`config.mk`:
```
export PLATFORM = sky130hd
export DESIGN_NAME = instruction_fetch_unit_flat
export DESIGN_NICKNAME = d
export VERILOG_FILES = /design/src/rtl/instruction_fetch_unit_if.sv /design/src/rtl/instruction_fetch_unit.sv /design/src/flat_wrapper.sv
export SDC_FILE = /design/constraint.sdc
export NUM_CORES = 1
export LEC_CHECK = 0
export ABC_AREA = 1
export CELL_PAD_IN_SITES_DETAIL_PLACEMENT = 1
export CELL_PAD_IN_SITES_GLOBAL_PLACEMENT = 1
export CORE_ASPECT_RATIO = 0.7
export CORE_MARGIN = 5
export CORE_UTILIZATION = 43
export CTS_CLUSTER_SIZE = 24
export DETAILED_ROUTE_END_ITERATION = 10
export PLACE_DENSITY_LB_ADDON = 0.1
export SLEW_MARGIN = 25
export SYNTH_ARGS = -nofsm -noshare
export SYNTH_HDL_FRONTEND = slang
export SYNTH_SLANG_ARGS = --single-unit
```
`constraint.sdc`:
```
create_clock -name i_Clock -period 3.3 [get_ports i_Clock]
set_clock_uncertainty 0.2 [all_clocks]
set_input_delay 0.495 -clock i_Clock [delete_from_list [all_inputs] [get_ports i_Clock]]
set_output_delay 0.495 -clock i_Clock [all_outputs]
set_load 0.01 [all_outputs]
```
`src/rtl/instruction_fetch_unit_if.sv`:
```
// Fetch-unit bus bundle: instruction memory request/response channel,
// core-side instruction handshake and the branch/jump redirect port.
interface instruction_fetch_unit_if #(
  parameter int XLEN = 32
);
  logic            o_Mem_Req_Valid;
  logic            i_Mem_Req_Ready;
  logic [XLEN-1:0] o_Mem_Req_Addr;
  logic            i_Mem_Resp_Valid;
  logic [XLEN-1:0] i_Mem_Resp_Data;
  logic            o_Instruction_Valid;
  logic            i_Instruction_Ready;
  logic [XLEN-1:0] o_Instruction;
  logic [XLEN-1:0] o_Instruction_Addr;
  logic            i_Redirect_Valid;
  logic [XLEN-1:0] i_Redirect_Addr;

  // Fetch unit side
  modport master (
    output o_Mem_Req_Valid, o_Mem_Req_Addr,
    output o_Instruction_Valid, o_Instruction, o_Instruction_Addr,
    input  i_Mem_Req_Ready, i_Mem_Resp_Valid, i_Mem_Resp_Data,
    input  i_Instruction_Ready, i_Redirect_Valid, i_Redirect_Addr
  );

  // Memory / core / branch-unit side
  modport slave (
    input  o_Mem_Req_Valid, o_Mem_Req_Addr,
    input  o_Instruction_Valid, o_Instruction, o_Instruction_Addr,
    output i_Mem_Req_Ready, i_Mem_Resp_Valid, i_Mem_Resp_Data,
    output i_Instruction_Ready, i_Redirect_Valid, i_Redirect_Addr
  );
endinterface

```
`src/rtl/instruction_fetch_unit.sv`:
```
// Decoupled RV32 fetch stage.
//
//   state   | meaning
//   --------+-------------------------------------------------------------
//   S_IDLE  | just out of reset, no requests issued; leaves after one cycle
//   S_FETCH | normal operation, every response is live
//   S_DRAIN | stale responses from before a redirect are still in flight
//
// Requests are credit limited: in-flight requests plus buffered words never
// exceed FIFO_DEPTH, so every live response always finds a free slot.
// Responses return in order, so after a redirect the first r_Drop responses
// are exactly the stale ones and can be discarded by count alone.
module instruction_fetch_unit #(
  parameter int              XLEN         = 32,
  parameter int              FIFO_DEPTH   = 4,
  parameter logic [XLEN-1:0] RESET_VECTOR = '0
) (
  input logic                      i_Clock,
  input logic                      i_Reset_N,
  instruction_fetch_unit_if.master bus
);

  localparam int PW = (FIFO_DEPTH > 1) ? $clog2(FIFO_DEPTH) : 1;
  localparam int CW = PW + 1;
  localparam int SW = CW + 1;

  typedef enum logic [1:0] {
    S_IDLE  = 2'd0,
    S_FETCH = 2'd1,
    S_DRAIN = 2'd2
  } state_t;

  state_t          state, state_nxt;
  logic            req_valid, req_valid_nxt;
  logic [XLEN-1:0] fetch_pc;
  logic [XLEN-1:0] resp_pc;
  logic [CW-1:0]   outstanding, outstanding_nxt;
  logic [CW-1:0]   drop, drop_nxt;
  logic [CW-1:0]   count, count_nxt;
  logic [PW-1:0]   wr_ptr, rd_ptr;
  logic [XLEN-1:0] fifo_pc   [FIFO_DEPTH];
  logic [XLEN-1:0] fifo_word [FIFO_DEPTH];

  logic            req_fire, resp_fire, redirect, push, pop;
  logic [XLEN-1:0] target;
  logic [SW-1:0]   credit;

  // Next-state and handshake decode for the coming edge
  always_comb begin
    req_fire        = req_valid & bus.i_Mem_Req_Ready;
    resp_fire       = bus.i_Mem_Resp_Valid;
    redirect        = bus.i_Redirect_Valid;
    // A pop in the redirect cycle is moot: the whole buffer is flushed.
    pop             = (count != '0) & bus.i_Instruction_Ready & ~redirect;
    target          = bus.i_Redirect_Addr & ~XLEN'(3);
    outstanding_nxt = outstanding + CW'(req_fire) - CW'(resp_fire);
    push            = 1'b0;
    drop_nxt        = drop;
    if (redirect) begin
      // Everything still in flight after this edge, including a request
      // firing right now, belongs to the old path.
      drop_nxt = outstanding_nxt;
    end else if (resp_fire) begin
      if (drop != '0) drop_nxt = drop - CW'(1);
      else            push     = 1'b1;
    end
    count_nxt = redirect ? '0 : (count + CW'(push) - CW'(pop));

    state_nxt = S_FETCH;
    if (state != S_IDLE && drop_nxt != '0) state_nxt = S_DRAIN;

    credit        = SW'(outstanding_nxt) + SW'(count_nxt);
    req_valid_nxt = (state_nxt != S_IDLE) && (credit < SW'(FIFO_DEPTH));
  end

  // Controller FSM, counters, PCs and instruction buffer
  always_ff @(posedge i_Clock or negedge i_Reset_N) begin
    if (!i_Reset_N) begin
      state       <= S_IDLE;
      req_valid   <= 1'b0;
      fetch_pc    <= RESET_VECTOR & ~XLEN'(3);
      resp_pc     <= RESET_VECTOR & ~XLEN'(3);
      outstanding <= '0;
      drop        <= '0;
      count       <= '0;
      wr_ptr      <= '0;
      rd_ptr      <= '0;
      for (int i = 0; i < FIFO_DEPTH; i++) begin
        fifo_pc[i]   <= '0;
        fifo_word[i] <= '0;
      end
    end else begin
      state       <= state_nxt;
      req_valid   <= req_valid_nxt;
      outstanding <= outstanding_nxt;
      drop        <= drop_nxt;
      count       <= count_nxt;
      if (redirect) begin
        fetch_pc <= target;
        resp_pc  <= target;
        wr_ptr   <= '0;
        rd_ptr   <= '0;
      end else begin
        if (req_fire) fetch_pc <= fetch_pc + XLEN'(4);
        if (push) begin
          fifo_pc[wr_ptr]   <= resp_pc;
          fifo_word[wr_ptr] <= bus.i_Mem_Resp_Data;
          wr_ptr            <= wr_ptr + PW'(1);
          resp_pc           <= resp_pc + XLEN'(4);
        end
        if (pop) rd_ptr <= rd_ptr + PW'(1);
      end
    end
  end

  assign bus.o_Mem_Req_Valid     = req_valid;
  assign bus.o_Mem_Req_Addr      = fetch_pc;
  assign bus.o_Instruction_Valid = (count != '0);
  assign bus.o_Instruction       = fifo_word[rd_ptr];
  assign bus.o_Instruction_Addr  = fifo_pc[rd_ptr];

endmodule
```
`src/flat_wrapper.sv`:
```
// flat-port wrapper written by rule: the top's interface ports become plain ports
module instruction_fetch_unit_flat 
#(
  parameter int              XLEN         = 32,
  parameter int              FIFO_DEPTH   = 4,
  parameter logic [XLEN-1:0] RESET_VECTOR = '0
)
  (i_Clock, i_Reset_N, bus_o_Mem_Req_Valid, bus_o_Mem_Req_Addr, bus_o_Instruction_Valid, bus_o_Instruction, bus_o_Instruction_Addr, bus_i_Mem_Req_Ready, bus_i_Mem_Resp_Valid, bus_i_Mem_Resp_Data, bus_i_Instruction_Ready, bus_i_Redirect_Valid, bus_i_Redirect_Addr);
  instruction_fetch_unit_if #(.XLEN(XLEN)) bus_i ();
  input logic i_Clock;
  input logic i_Reset_N;
  output wire logic [$bits(bus_i.o_Mem_Req_Valid)-1:0] bus_o_Mem_Req_Valid;
  output wire logic [$bits(bus_i.o_Mem_Req_Addr)-1:0] bus_o_Mem_Req_Addr;
  output wire logic [$bits(bus_i.o_Instruction_Valid)-1:0] bus_o_Instruction_Valid;
  output wire logic [$bits(bus_i.o_Instruction)-1:0] bus_o_Instruction;
  output wire logic [$bits(bus_i.o_Instruction_Addr)-1:0] bus_o_Instruction_Addr;
  input wire logic [$bits(bus_i.i_Mem_Req_Ready)-1:0] bus_i_Mem_Req_Ready;
  input wire logic [$bits(bus_i.i_Mem_Resp_Valid)-1:0] bus_i_Mem_Resp_Valid;
  input wire logic [$bits(bus_i.i_Mem_Resp_Data)-1:0] bus_i_Mem_Resp_Data;
  input wire logic [$bits(bus_i.i_Instruction_Ready)-1:0] bus_i_Instruction_Ready;
  input wire logic [$bits(bus_i.i_Redirect_Valid)-1:0] bus_i_Redirect_Valid;
  input wire logic [$bits(bus_i.i_Redirect_Addr)-1:0] bus_i_Redirect_Addr;
  assign bus_o_Mem_Req_Valid = bus_i.o_Mem_Req_Valid;
  assign bus_o_Mem_Req_Addr = bus_i.o_Mem_Req_Addr;
  assign bus_o_Instruction_Valid = bus_i.o_Instruction_Valid;
  assign bus_o_Instruction = bus_i.o_Instruction;
  assign bus_o_Instruction_Addr = bus_i.o_Instruction_Addr;
  assign bus_i.i_Mem_Req_Ready = bus_i_Mem_Req_Ready;
  assign bus_i.i_Mem_Resp_Valid = bus_i_Mem_Resp_Valid;
  assign bus_i.i_Mem_Resp_Data = bus_i_Mem_Resp_Data;
  assign bus_i.i_Instruction_Ready = bus_i_Instruction_Ready;
  assign bus_i.i_Redirect_Valid = bus_i_Redirect_Valid;
  assign bus_i.i_Redirect_Addr = bus_i_Redirect_Addr;
  instruction_fetch_unit #(.XLEN(XLEN), .FIFO_DEPTH(FIFO_DEPTH), .RESET_VECTOR(RESET_VECTOR)) u_core (.i_Clock(i_Clock), .i_Reset_N(i_Reset_N), .bus(bus_i));
endmodule
```
==> key figures, run 1 <==
Placement
  • PortBufs: 161
  • Global placement routability congestion: 0.919
  • Final HPWL DP: 33.3 mm
  • Place WS: -0.323 ns

Die
  • Core area: 35800 µm²
  • Die W: 237 µm
  • Number of top-level pins: 168
  • Die area: 40200 µm²
  • Placement Rows: 58
  • Initial Utilization: 0.434
  • Die Ht: 169 µm

Yosys
  • Gate Count Post-Synth: 1911
  • FFs w/ async S/R, synth: 1.00
  • Synth Area per Inst: 8.15 µm²
  • Seq/Total Area, Yosys: 0.517
  • Synth top area cells: dfrtp_1, nand2_1, o21ai_1, o21ai_0, nor2_1
  • Most common library cells after synthesis: nand2_1, dfrtp_1, o21ai_1
  • Dominant cell by count in the synthesized netlist: nand2_1
  • Syn Std Cell Area: 15600 µm²
  • Distinct cells, synth: 39
  • Synth top area share: 0.517
  • Seq cells post-synth: 322
  • Post-synth EDFFs: 0
  • Area leader, netlist: dfrtp_1
  • Main synth FF type: dfrtp_1
  • Synth Warn #: 0

Critical path
  • CP delay by family, top: buffers and inverters
  • Critical path data arrival time: 2.57 ns
  • FF-to-FF path depth: 14
  • Startpoint Class: register
  • Critical path class: reg2out
  • Crit path depth: 4
  • CP Max Fanout: 37
  • Slowest-stage cell, CP: clkdlybuf4s50_1
  • Worst path cell trace: buf_4 > o21ai_0 > o22ai_1 > clkdlybuf4s50_1
  • Worst Path Required: 2.60 ns
  • Delay of the slowest critical-path stage: 0.63 ns
  • Reg2Reg Setup Slack: 0.27 ns
  • Nature of the critical path endpoint: output port
  • Worst Path Buf+Inv: 2

CTS
  • Setup bufs post-CTS: 0
  • Clock Latency Late Sink: 0.53 ns
  • CTS buffer count: 35
  • Clk slew on worst S/H paths: 0.06 ns
  • Num Clock Sinks: 322
  • CTS Buffer Depth: 3
  • CTS Root Buffer Type: clkbuf_16
  • H-tree levels: 2
  • CTS tree: yes

Timing
  • Period utilisation layout: 0.988
  • Worst slew pin tran: 0.599 ns
  • Slew margin rel.: 0.601
  • RSZ-0062 raised after global routing: yes
  • Fmax: 307 MHz
  • TNS Setup: 0 ns
  • Slew Viols, Final: 0
  • Final number of setup-violating endpoints: 0
  • Final hold vios: 0
  • Worst setup margin: 0.0381 ns
  • Tmin final: 3.26 ns

Routing
  • Drt pass-1 iters: 5
  • DRC Markers: 0
  • Via count: 13900
  • Iter 0 DRT Violations: 1156
  • Detail Route Antenna Nets: 0
  • DR WL/cell: 19.6 µm
  • Vias per inst: 5.45
  • Final wirelength: 49.8 mm

Pwr
  • Leak Pwr: 8.70 nW
  • Max VDD drop: 0.000442 V
  • Overall power: 15.3 mW
  • PwrDens: 810 nW/µm²

Min path
  • Worst hold path depth: 2
  • Hold crit path type: in2reg

Job
  • Reported max-cap violation count: 0

Finish
  • Share of cells above drive strength 1: 0.0619
  • Area growth syn-to-layout: 21.2%
  • # nets final: 2127
  • Filler cells: 4269
  • Multi-input logic area: 6390 µm²
  • ANT cells: 0
  • Register Area: 8060 µm²

Global route
  • Vias in the first global route: 14300
  • Tot GR Track Use: 0.245
  • Initial antenna violation count: 0
  • Largest net degree at the start of global routing: 121
  • First-pass GRT wire length: 80.2 mm
  • Gr ovfl total: 0

Status
  • Status: finished, final reports clean
==> state kept, by name (all words and copies together), names as in the netlist <==
name and flops:
u_core.wr_ptr 2, u_core.rd_ptr 2, u_core.resp_pc 30, u_core.fifo_word 128, u_core.drop 3, u_core.bus.o_Mem_Req_Valid 1, u_core.bus.o_Mem_Req_Addr 30, u_core.count 3
u_core.outstanding 3, u_core.fifo_pc 120
==> cell usage in the layout (no fill, tap or decap), types with 4 or more instances in the layout <==
master / count
nand2_1: 484
dfrtp_1: 320
o21ai_1: 243
nor2_1: 200
o21ai_0: 175
clkdlybuf4s50_1: 159
inv_1: 128
nand3_1: 61
o22ai_1: 60
clkbuf_16: 37
buf_4: 24
xor2_1: 21
a21oi_1: 12
ha_1: 12
buf_12: 12
nor3_1: 11
nand4_1: 9
o211ai_1: 9
clkbuf_1: 9
nor2_4: 8
clkbuf_8: 8
nor2_2: 6
nand2_2: 5
o21bai_1: 5
bufinv_16: 5
nand2_4: 4
o221ai_1: 4
conb_1: 4
==> cell families after synthesis <==
family,synth area share
buffers and inverters,0.0747
xor gates and xnor gates,0.0124
and+or+nand+nor,0.208
AOI/OAI and AO/OA,0.175
adders and majority gates,0.0122
DFF,0.517
other,0.000241
==> routing by layer <==
metal / GRT usage / part of all wire / vias to the layer above
met4: 0.0482 / 0.015 / 0
met3: 0.0349 / 0.042 / 53
met2: 0.384 / 0.45 / 247
met5: 0 / 0 / -
met1: 0.369 / 0.49 / 7026
li1: - / - / 6562
==> final timing paths <==
path | end | from
worst max register to register | u_core.bus.o_Mem_Req_Valid | u_core.count[1]
min in group asynchronous | u_core.fifo_word[5] | i_Reset_N
worst max-delay path | bus_o_Instruction_Addr[18] | u_core.rd_ptr[0]
worst min-delay path | u_core.count[0] | bus_i_Redirect_Valid
worst min register to register | u_core.fifo_word[43] | u_core.fifo_word[43]
max in group asynchronous | u_core.rd_ptr[1] | i_Reset_N
==> timing repair <==
item                                    4_1_cts  5_1_grt
endpoints found under the hold margin        63        0
gates resized for setup                       0        8
endpoints found under the setup margin        0       17
hold buffers                                  1        0
==> stage by stage <==
stage | util | hold WS (ns) | area, µm² | std cells
floorplan | - | -0.000591 | 15600 | 1914
global placement | 0.491 | 0.263 | 17600 | 2485
detailed placement | 0.491 | 0.272 | 17600 | 2485
CTS | 0.525 | 0.0815 | 18800 | 2548
global route | 0.526 | 0.0998 | 18900 | 2548
finish | 0.526 | 0.0981 | 18900 | 2548
==> where the power goes <==
group	total [mW]	internal, mW	switching, mW	leakage [nW]
Combinational	5.43	2.43	3.00	3.83
Clock	4.30	2.63	1.67	0.609
Sequential	5.56	4.90	0.660	4.26
Total	15.3	9.96	5.33	8.70
==> area by class of cell <==
| cell class | instances | area share |
|---|---|---|
| Clock buffer | 54 | 0.0567 |
| Clock inverter | 8 | 0.00908 |
| Inverter | 132 | 0.0266 |
| Multi-Input combinational cell | 1351 | 0.339 |
| Sequential cell | 322 | 0.427 |
| Tap cell | 480 | 0.0318 |
| Timing Repair Buffer | 201 | 0.110 |
Power figures use the tool's default switching activity.
==> inputs of run 2 (changes only) <==
CAP_MARGIN = 20   (was default)
CORE_UTILIZATION = 39   (was 43)
clock period = 2.94 ns   (was 3.3 ns; I/O delays follow)
==> key figures, run 2 (synthesized netlist as in run 1, its figures left out) <==
Finish
  • Filler cells: 4690
  • Util after Layout: 0.490
  • Largest register FFs: 128
  • Share of cells above drive strength 1: 0.0809
  • Layout Cells excl Fill: 2636
  • Largest register by flop count: u_core.fifo_word
  • Commonest cells after routing, fill and taps aside: nand2_1, dfrtp_1, o21ai_1, nor2_1, o21ai_0
  • ANT cells: 0
  • Commonest non-fill, non-tap cell in the layout: nand2_1
  • # nets final: 2161
  • Area growth syn-to-layout: 24.7%
  • Post-route cell area: 19400 µm²
  • Largest regs: u_core.fifo_word x128, u_core.fifo_pc x120

Timing
  • Tmin final: 2.91 ns
  • TNS Setup: 0 ns
  • Final number of setup-violating endpoints: 0
  • RSZ-0062 raised after global routing: yes
  • Slew margin rel.: 0.597
  • Fmax: 344 MHz
  • Period utilisation layout: 0.989
  • Final hold vios: 0
  • Worst slew pin tran: 0.604 ns
  • Slew Viols, Final: 0
  • Worst setup margin: 0.0325 ns

CTS
  • CTS Buffer Depth: 3
  • Num Clock Sinks: 322
  • Clock Latency Late Sink: 0.52 ns
  • Clk slew on worst S/H paths: 0.06 ns
  • H-tree levels: 2
  • CTS buffer count: 36
  • CTS Root Buffer Type: clkbuf_16
  • CTS tree: yes

Routing
  • Iter 0 DRT Violations: 925
  • DR WL/cell: 19.6 µm
  • Final wirelength: 51.6 mm
  • Vias per inst: 5.27
  • DRC Markers: 0
  • Via count: 13900
  • Detail Route Antenna Nets: 0
  • Drt pass-1 iters: 5

Placement
  • PortBufs: 161
  • Place WS: -0.634 ns
  • Global placement routability congestion: 0.868
  • Final HPWL DP: 33.1 mm
  • Dpl cells: 2557
  • Post-DP Area: 17800 µm²

Global route
  • Vias in the first global route: 14500
  • Gr ovfl total: 0
  • Tot GR Track Use: 0.231
  • First-pass GRT wire length: 82.5 mm
  • Largest net degree at the start of global routing: 85
  • Initial antenna violation count: 1

Min path
  • Hold crit path type: in2async

Status
  • Status: finished, final reports clean

Job
  • Reported max-cap violation count: 0

Die
  • Initial Utilization: 0.393
  • Core area: 39600 µm²
  • Die W: 249 µm
  • Placement Rows: 61
  • Die Ht: 177 µm
  • Die area: 44100 µm²
  • Number of top-level pins: 168

Pwr
  • Leak Pwr: 9.19 nW
  • PwrDens: 883 nW/µm²
  • Max VDD drop: 0.000493 V

Critical path
  • Most frequent CP cell: ha_1
  • Reg-to-reg endpoint: u_core.bus.o_Mem_Req_Valid
  • Critical path class: reg2reg
  • Startpoint Class: register
  • Slowest-stage cell, CP: dfrtp_1
  • CP Max Fanout: 2
  • Delay of the slowest critical-path stage: 0.40 ns
  • Worst R2R Start: u_core.count[2]
  • Reg2Reg Setup Slack: 0.03 ns
  • Worst path cell trace: nor2_2 > a21boi_2 > inv_2 > nor2_1 > ha_1 > inv_1 > ha_1 > inv_1 > fa_2 > o21ai_1 > a21oi_1 > ha_1 > or3_1 > a31oi_1
  • FF-to-FF path depth: 14
  • Worst Path Required: 3.18 ns
  • Nature of the critical path endpoint: register
  • Critical path data arrival time: 3.15 ns
[run 2: cell types whose count changed in the layout (fill, tap and decap cells not counted), moves of 5 or more]
cell	before	now
dlygate4sd2_1	0	50
dlymetal6s2s_1	0	8
buf_16	0	6
buf_4	24	42
clkdlybuf4s50_1	159	100
buf_12	12	17
[run 2: repair_timing]
| item | CTS | global route |
|---|---|---|
| endpoints found under the setup margin | 63 | 19 |
| hold buffers | 2 | 0 |
| setup buffers | 7 | 2 |
| gates resized for setup | 78 | 17 |
| cloned | 5 | 1 |
| pin swaps | 6 | 3 |
| hold endpoints to repair | 62 | 0 |
[run 2: worst max-delay path, delay by kind of cell, from the launching register on]
family | cells | cell delay (ns)
adder cells (fa/ha/maj) | 4 | 1.03
AND/OR/NAND/NOR | 3 | 0.56
AO/OA/AOI/OAI | 4 | 0.47
flip-flops | 1 | 0.40
buffers and inverters | 3 | 0.17
[run 2: layout make-up]
cell class              count  area (µm²)  share of cell area
flip-flops and latches    322        8060               0.415
multi-input cells        1351        6420               0.330
repair buffers            234        2550               0.131
clock buffers              50        1030              0.0533
well taps                 535         669              0.0345
inverters                 132         515              0.0265
clock inverters            12         170             0.00876
[run 2: worst max path at each step]
stage | from | end | slack, ns
after CTS | u_core.rd_ptr[0] | bus_o_Instruction_Addr[7] | -0.06
after floorplan | bus_i_Redirect_Valid | u_core.bus.o_Mem_Req_Valid | 0.02
after global routing | u_core.count[2] | u_core.bus.o_Mem_Req_Valid | -0.12
after global placement | bus_i_Instruction_Ready | u_core.bus.o_Mem_Req_Valid | -0.54
final | u_core.count[2] | u_core.bus.o_Mem_Req_Valid | 0.03
after detailed placement | bus_i_Instruction_Ready | u_core.bus.o_Mem_Req_Valid | -0.63
[run 2: per-layer routing]
layer / routed length (µm) / track usage / share of wire / up-vias
li1: - / - / - / 6629
met4: 605 / 0.0391 / 0.012 / 0
met3: 2170 / 0.0303 / 0.042 / 42
met2: 23400 / 0.371 / 0.45 / 255
met5: 0 / 0 / 0 / -
met1: 25500 / 0.341 / 0.49 / 6956
[run 2: metrics by stage]
stage	power (mW)	hold slack, ns
2_1_floorplan	9.34	-0.0546
3_3_place_gp	12.3	0.256
3_5_place_dp	12.5	0.258
4_1_cts	17.3	0.288
5_1_grt	18.3	0.305
6_report	17.2	0.264
[run 2: report_power, final]
part / internal (mW) / total (mW) / switching, mW
clock: 2.81 / 4.68 / 1.87
combinational: 2.74 / 6.25 / 3.51
sequential: 5.50 / 6.23 / 0.731
